## config.mk

```make
export PLATFORM = sky130hd
export DESIGN_NAME = mux_scan_ctrl
export DESIGN_NICKNAME = d
export VERILOG_FILES = /design/src/rtl/mux_pkg.sv /design/src/rtl/dwell_counter.sv /design/src/rtl/mux_scan_ctrl.sv
export SDC_FILE = /design/constraint.sdc
export NUM_CORES = 1
export LEC_CHECK = 0
export CAP_MARGIN = 20
export CORE_MARGIN = 2
export CORE_UTILIZATION = 39
export DETAILED_ROUTE_END_ITERATION = 10
export GPL_TIMING_DRIVEN = 0
export PLACE_DENSITY = 0.66
export SKIP_LAST_GASP = 1
export SLEW_MARGIN = 30
export SYNTH_ARGS = -nofsm -noshare
export SYNTH_HDL_FRONTEND = slang
export SYNTH_SLANG_ARGS = --single-unit
export TNS_END_PERCENT = 10
```

## constraint.sdc

```tcl
create_clock -name clk -period 2 [get_ports clk]
set_clock_uncertainty 0.15 [all_clocks]
set_input_delay 0.2 -clock clk [delete_from_list [all_inputs] [get_ports clk]]
set_output_delay 0.2 -clock clk [all_outputs]
set_load 0.05 [all_outputs]
```

## src/rtl/mux_pkg.sv

```systemverilog
// Shared definitions for the mux scan sequencer: FSM encoding, channel
// geometry and the select-to-channel mapping used by the mux.
package mux_pkg;

  localparam int NUM_CH = 4;
  localparam int CH_W   = 2;

  typedef enum logic {
    ST_IDLE = 1'b0,
    ST_SCAN = 1'b1
  } state_e;

  // Channel index seen by the mux: 2*s0 + s1, i.e. s0 is the MSB.
  function automatic logic [CH_W-1:0] sel_to_idx(input logic [1:0] sel);
    return sel;
  endfunction

endpackage

```

## src/rtl/dwell_counter.sv

```systemverilog
// Up-counter that times how long a channel stays selected. It counts while
// enabled, wraps to zero after DWELL-1 and flags that terminal count.
module dwell_counter #(
  parameter int DWELL = 4,
  parameter int CNT_W = 8
) (
  input  logic clk,
  input  logic rst,
  input  logic clr,
  input  logic en,
  output logic tc
);

  localparam logic [CNT_W-1:0] TC_VAL = CNT_W'(DWELL - 1);

  logic [CNT_W-1:0] cnt_q, cnt_d;

  // Next count: clear wins, otherwise count and wrap at the terminal value.
  always_comb begin
    // NOTE: default first so every path assigns cnt_d and no latch is inferred.
    cnt_d = cnt_q;
    if (clr) begin
      cnt_d = '0;
    end else if (en) begin
      cnt_d = (cnt_q == TC_VAL) ? '0 : cnt_q + 1'b1;
    end
  end

  // Count register with synchronous reset.
  always_ff @(posedge clk) begin
    // NOTE: non-blocking assignments for all sequential state.
    if (rst) cnt_q <= '0;
    else     cnt_q <= cnt_d;
  end

  assign tc = (cnt_q == TC_VAL);

endmodule

```

## src/rtl/mux_scan_ctrl.sv

```systemverilog
// Scan sequencer in front of a 4:1 enabled mux. A start pulse enables the
// mux and walks channels 0..3, holding each for DWELL cycles and sampling d
// at the end of each dwell; the four samples are then published on data
// together with a one-cycle done pulse.
module mux_scan_ctrl
  import mux_pkg::*;
#(
  parameter int DWELL = 4
) (
  input  logic              clk,
  input  logic              rst,
  input  logic              start,
  input  logic              abort,
  input  logic              d,
  output logic              s0,
  output logic              s1,
  output logic              e,
  output logic              busy,
  output logic              done,
  output logic [NUM_CH-1:0] data
);

  localparam logic [CH_W-1:0] LAST_CH = CH_W'(NUM_CH - 1);

  state_e            state_q, state_d;
  logic [CH_W-1:0]   ch_q, ch_d;
  logic [NUM_CH-2:0] shadow_q, shadow_d;
  logic [NUM_CH-1:0] data_q, data_d;
  logic              done_q, done_d;
  logic              dwell_tc;
  logic              cnt_clr;
  logic              cnt_en;

  // The dwell count restarts from zero whenever a scan begins or is cancelled.
  assign cnt_clr = (state_q == ST_IDLE) || abort;
  assign cnt_en  = (state_q == ST_SCAN);

  dwell_counter #(
    .DWELL(DWELL)
  ) u_dwell (
    .clk (clk),
    .rst (rst),
    .clr (cnt_clr),
    .en  (cnt_en),
    .tc  (dwell_tc)
  );

  // Next-state, channel stepping and end-of-dwell sampling.
  always_comb begin
    state_d  = state_q;
    ch_d     = ch_q;
    shadow_d = shadow_q;
    data_d   = data_q;
    done_d   = 1'b0;
    if (state_q == ST_IDLE) begin
      if (start && !abort) begin
        state_d = ST_SCAN;
        ch_d    = '0;
      end
    end else begin
      if (abort) begin
        state_d  = ST_IDLE;
        ch_d     = '0;
        shadow_d = '0;
      end else if (dwell_tc) begin
        if (ch_q == LAST_CH) begin
          data_d  = {d, shadow_q};
          done_d  = 1'b1;
          state_d = ST_IDLE;
          ch_d    = '0;
        end else begin
          shadow_d[sel_to_idx({s0, s1})] = d;
          ch_d = ch_q + 1'b1;
        end
      end
    end
  end

  // Sequencer registers; reset wins over every other input.
  always_ff @(posedge clk) begin
    if (rst) begin
      state_q  <= ST_IDLE;
      ch_q     <= '0;
      shadow_q <= '0;
      data_q   <= '0;
      done_q   <= 1'b0;
    end else begin
      state_q  <= state_d;
      ch_q     <= ch_d;
      shadow_q <= shadow_d;
      data_q   <= data_d;
      done_q   <= done_d;
    end
  end

  // Outputs come straight from flops.
  assign s0   = ch_q[1];
  assign s1   = ch_q[0];
  assign e    = (state_q == ST_SCAN);
  assign busy = (state_q == ST_SCAN);
  assign done = done_q;
  assign data = data_q;

endmodule

```

[Word level (Yosys, flattened, before mapping)]
Index checks and enable logic that the tools add are counted.
Word-level totals
  bits in registers: 19
  latch bits: 0
  RAM bits: 0
  bits in read-only memories: 0
  bits of input ports: 5
  output and inout bits: 9
  word-level logic and storage cells: 46
  memories: 0
Operators by class
  add/subtract/negate cells: 2
  multiply operators: 0
  div/mod/pow operators: 0
  $lt $le $gt $ge: 2
  eq/ne operators: 4
  shifts and indexed selects: 0
  multiplexer cells: 18
  bitwise logic cells: 3
  reductions and logical operators: 11
Operators by type and width (count)
  2-to-1 mux 2 bit: 5
  2-to-1 mux 3 bit: 3
  adder 8 x 1 -> 8 bit, second input constant: 1
  equality test 8 x 2 -> 1 bit, second input constant: 1
  2-to-1 mux 8 bit: 1
  2-to-1 mux 1 bit: 7
  AND reduction 4 bit: 1
  nonzero test 2 bit: 2
  OR reduction 4 bit: 1
  bitwise mux 3 bit: 1
  less-than comparator 2 x 3 -> 1 bit, second input constant: 1
  inequality test 3 x 2 -> 1 bit, second input constant: 1
  inverter 1 bit: 3
  AND reduction 3 bit: 1
  adder 2 x 1 -> 2 bit, second input constant: 1
  demux 1 bit (select 2 bit): 1
  equality test 2 bit, second input constant: 1
  >= comparator 2 x 1 -> 1 bit, second input constant: 1
  logical AND 1 bit: 2
  inequality test 2 bit, second input constant: 1
  AND reduction 2 bit: 1
  OR reduction 2 bit: 1
  zero test 1 bit: 1
  logical OR 1 bit: 1

[Depth between registers and ports, before layout]
  depth after elaboration: 8
  gate-level depth with buffers: 6
  depth with buffers taken out: 5

[Hierarchy]
Synthesis repeated with hierarchy kept, for this count alone.
Second synthesis, totals
  cell total of the unflattened synthesis: 96
  area, all modules: 972.2 sq um
By module, submodules not included
  mux_scan_ctrl: instances 1, cells each 51, area each 561.8 sq um, seq. area each 220.2 sq um
  dwell_counter: instances 1, cells each 45, area each 410.4 sq um, seq. area each 160.2 sq um

[Worst setup path before layout]
OpenSTA, ideal clock, no wires.
  kind: register to register
  start point: reg ch_q[0]
  end point: reg data_q[0], in the netlist data[0]
  library setup time: 116 ps
  arrival time: 1645 ps
  data required time: 1734 ps
  setup slack: 90 ps
  stages on the path, launching flop included: 6
  path buffers: 0
  period minus slack after synthesis: 1910 ps
  path through: dfxtp_1 > ha_1 > nor2b_1 > nand4_1 > mux2i_1 > nor2_1
Between the ends
  cells in the longest elaborated chain, start to end: 2
Ends and longest elaborated chain
  from (decl): line mux_scan_ctrl.sv:26  | logic [CH_W-1:0] ch_q, ch_d;
  from (signal assigned): line mux_scan_ctrl.sv:89  | ch_q <= ch_d;
  equality test 2 bit: line mux_scan_ctrl.sv:66  | if (ch_q == LAST_CH) begin
  AND reduction 4 bit (no source line)
  to (signal assigned): line mux_scan_ctrl.sv:91  | data_q <= data_d;
  to (decl): line mux_scan_ctrl.sv:28  | logic [NUM_CH-1:0] data_q, data_d;
Every way passes these cells.
A chain may end at the register's enable or synchronous reset.

[Final worst setup path]
  start point: reg ch_q[0]
  end point: out s1
RTL lines
  to (decl): line mux_scan_ctrl.sv:16  | output logic s1,
No word-level cell between the ends.

==> metrics.md <==
| Metric | Value |
|---|---|
| Final Cycle Share | `a little over nine tenths` |
| Core Footprint | `roughly 0.0022 sq mm` |
| Yosys top cell by area | `dfxtp_1` |
| Total Routing Usage GR | `14.16%` |
| Number of remaining DRC errors | `0` |
| Sink Count | `19` |
| Max Cap Violations | `0` |
| Die ar. | `between 0.002 and 0.003 sq mm` |
| Worst-path clk slew | `around 100 ps` |
| WHS | `between 300 and 400 ps` |
| Crit path largest cell delay | `roughly 840 ps` |
| Pre-Repair DR Iteration Count | `4` |
| First-pass GRT wire length | `about 2800 microns` |
| Post-Layout Cell Count | `~140` |
| Worst reg2reg path depth | `5` |
| IO buf count | `12` |
| Worst path cell trace | `clkdlybuf4s50_1` |
| PD cells | `546.7 mW/mm^2` |
| Synth area leaders | `dfxtp_1, mux2i_1, ha_1` |
| Main combinational cell family by area after synthesis | `simple AND/OR/NAND/NOR gates` |
| CP Max Fanout | `6` |
| Kind of critical path | `register to primary output` |
| DRC marker count from the first detailed-route iteration | `10` |
| Crit-path leading delay family | `buffers and inverters` |
| Post-DRT Antenna Nets | `0` |
| Sequential power share | `between 60 and 70%` |
| Finish-stage setup viols | `0` |
| Post-synthesis adder-cell area fraction | `under 10%` |
| VDD IR max | `0.3273 mV` |
| Utilization after layout | `between 50% and 60%` |
| Critical Path RT | `around 1700 ps` |
| Hold wc startpoint | `u_dwell.cnt_q[0]` |
| Vias in the first global route | `~650` |
| Boundary Pins | `14` |
| Proportion of synthesized area in mux cells | `approximately 7.6%` |
| DP Cell Count | `approximately 130` |
| Register bit total from synthesis | `19` |
| Hold path depth | `1` |
| Critical path depth | `1` |
| Yosys warns | `0` |
| Final Max Tran Viols | `0` |
| Cells after synthesis | `91` |
| Final Power | `between 0.0006 and 0.0007 W` |
| CP endpoint kind | `primary output` |
| Mapped Nets | `around 100` |
| RSZ-0062 raised after global routing | `no` |
| Post-synthesis sequential area ratio | `about 41%` |
| Worst-margin pin slew | `502.3 ps` |
| Global route overflow | `0` |
| R2R Path Start | `ch_q[0]` |
| Reg2reg end | `data[3]` |
| Final hold vios | `0` |
| Clock Path Buffers | `2` |
| F_max | `525.0 MHz` |
| Synth Area in Simple Gates | `around 25%` |
| Site Rows | `17` |
| Combinational share of power | `between 6 and 7%` |
| Relative slew margins | `~66%` |
| Post-Synth XOR/XNOR Area | `around 3.8%` |
| Hold EP | `u_dwell.cnt_q[0]` |
| CTS tree | `done` |
| Synth Area in Compound Gates | `about 8.3%` |
| Sw power | `roughly 0.00013 W` |
| Clock network fraction of total power | `a little under a third` |
| WP data arrival | `~1600 ps` |
| Internal power | `about 0.00048 W` |
| Ant. Diodes | `0` |
| Clock root buffer | `clkbuf_4` |
| Clock latency at the later pin of the worst-skew pair | `slightly below 300 ps` |
| Drt wl/cell | `about 12 microns` |
| Yosys cell types | `26` |
| Syn Area/Cell | `approximately 10 sq um` |
| Setup TNS | `0 ps` |
| R2R setup slack | `approximately 240 ps` |
| CTS H-tree lvls | `1` |
| Synth-to-Final Area Change | `20.95%` |
| TritonCTS buffer count | `3` |
| Slowest stage cell, crit path | `clkdlybuf4s50_1` |
| Vias/cell | `between 5 and 6` |
| Crit path buffers/inverters | `1` |
| Post-Syn Area | `919.6 sq um` |
| GPL Wtd Cong | `0.7584` |
| Final #Nets | `around 120` |
| Pin count of the biggest net entering global routing | `11` |
| Dpl hpwl | `about 1200 microns` |
| CP Launch Type | `register` |
| Chip Height | `around 53 microns` |
| Sw Ratio | `a little over a fifth` |
| Fillers | `around 230` |
| Die Wd | `52.56 microns` |
| Starting Density | `about 42%` |
| Antenna violations before repair | `0` |
| Status | `finished clean` |
| Vias | `691` |
| Min Tclk post-route | `approximately 1900 ps` |
| Yosys top cell area share | `a little over 40%` |
| HP Class | `register to register` |
| DRT Wirelength | `between 1500 and 2000 microns` |
| Pleak | `about 0.49 nW` |
| Share of layout cells above drive strength 1 | `around an eighth` |
[cell usage in the layout (no fill, tap or decap), types with 3 or more instances in the layout]
cell	netlist	layout
o21ai_0	3	3
clkbuf_4	0	3
nand4b_2	3	3
mux2i_1	7	7
nor2_1	13	13
nand2_1	8	8
nand4_1	3	3
dfxtp_1	19	19
clkdlybuf4s50_1	0	10
buf_6	4	4
xor2_1	3	3
ha_1	5	5
inv_1	3	3
[synth_stat cells]
library cell / number
nor3b_4: 1
o21ai_0: 3
or3_1: 2
buf_4: 1
nand4_1: 3
buf_6: 4
a31oi_1: 1
nor3_1: 2
and2_1: 1
nand2_1: 8
a21bo_2: 1
mux2i_1: 7
ha_1: 5
a32o_1: 2
nor2b_1: 2
nand4b_2: 3
nor4b_4: 1
nand3_1: 1
dfxtp_1: 19
inv_1: 3
a21oi_1: 2
xor2_1: 3
xnor2_1: 1
nor2_1: 13
o31ai_1: 1
a21boi_0: 1
[stage by stage]
stage / setup WS (ps) / instance area, sq um
2_1_floorplan: 89.68 / 919.6
3_3_place_gp: 107.6 / 1075
3_5_place_dp: 126.9 / 1075
4_1_cts: 46.59 / 1110
5_1_grt: 8.859 / 1112
6_report: 95.36 / 1112
[cell families (layout without fill, tap and decap cells)]
| group | after synthesis | in the layout |
|---|---|---|
| AOI/OAI and AO/OA | 11 | 11 |
| and+or+nand+nor | 37 | 37 |
| xor gates and xnor gates | 4 | 4 |
| DFF | 19 | 19 |
| buffers and inverters | 8 | 25 |
| adders and majority gates | 5 | 5 |
| muxes | 7 | 7 |
[state kept, by name, summed over array words and instances, names as in the netlist]
signal,count
ch_q,2
shadow_q,3
u_dwell.cnt_q,8
busy,1
data,4
done,1
[power groups by stage]
| stage | Sequential (W) | Clock (W) | Combinational [W] |
|---|---|---|---|
| 2_1_floorplan | 0.000393 | 0 | 0.0000222 |
| 3_3_place_gp | 0.000390 | 0 | 0.0000404 |
| 4_1_cts | 0.000382 | 0.000196 | 0.0000417 |
| 3_5_place_dp | 0.000390 | 0 | 0.0000406 |
| 5_1_grt | 0.000382 | 0.000215 | 0.0000448 |
| 6_report | 0.000381 | 0.000185 | 0.0000419 |
[worst max-delay path by stage]
stage | start | to | slack, ps
6_report | ch_q[0] | s1 | 100
5_1_grt | ch_q[0] | s1 | 9
3_3_place_gp | abort | ch_q[1] | 110
4_1_cts | busy | busy | 50
2_1_floorplan | ch_q[0] | data[0] | 90
3_5_place_dp | abort | ch_q[0] | 130
[layer usage]
layer	track usage, %	share of wire (%)	up-vias
met5	0	0	-
met1	19.19	53	328
met4	6.410	0.88	0
met2	19.79	43	10
li1	-	-	351
met3	5.143	2.7	2
[what timing repair did]
action	CTS	global route
endpoints found under the setup margin	1	1
resized for setup	1	1
hold endpoints to repair	5	0
hold buffers	1	0
setup buffers	0	0
pin swaps	0	0
[area by class of cell]
type	instances	area (sq um)	share of cell area, %
Multi-Input combinational cell	64	475.5	42.74
Sequential cell	19	380.4	34.20
Timing Repair Buffer	13	131.4	11.81
Buffer	5	52.55	4.724
Tap cell	28	35.03	3.150
Clock buffer	4	26.28	2.362
Inverter	3	11.26	1.012
(Power assumes the default switching activity.)
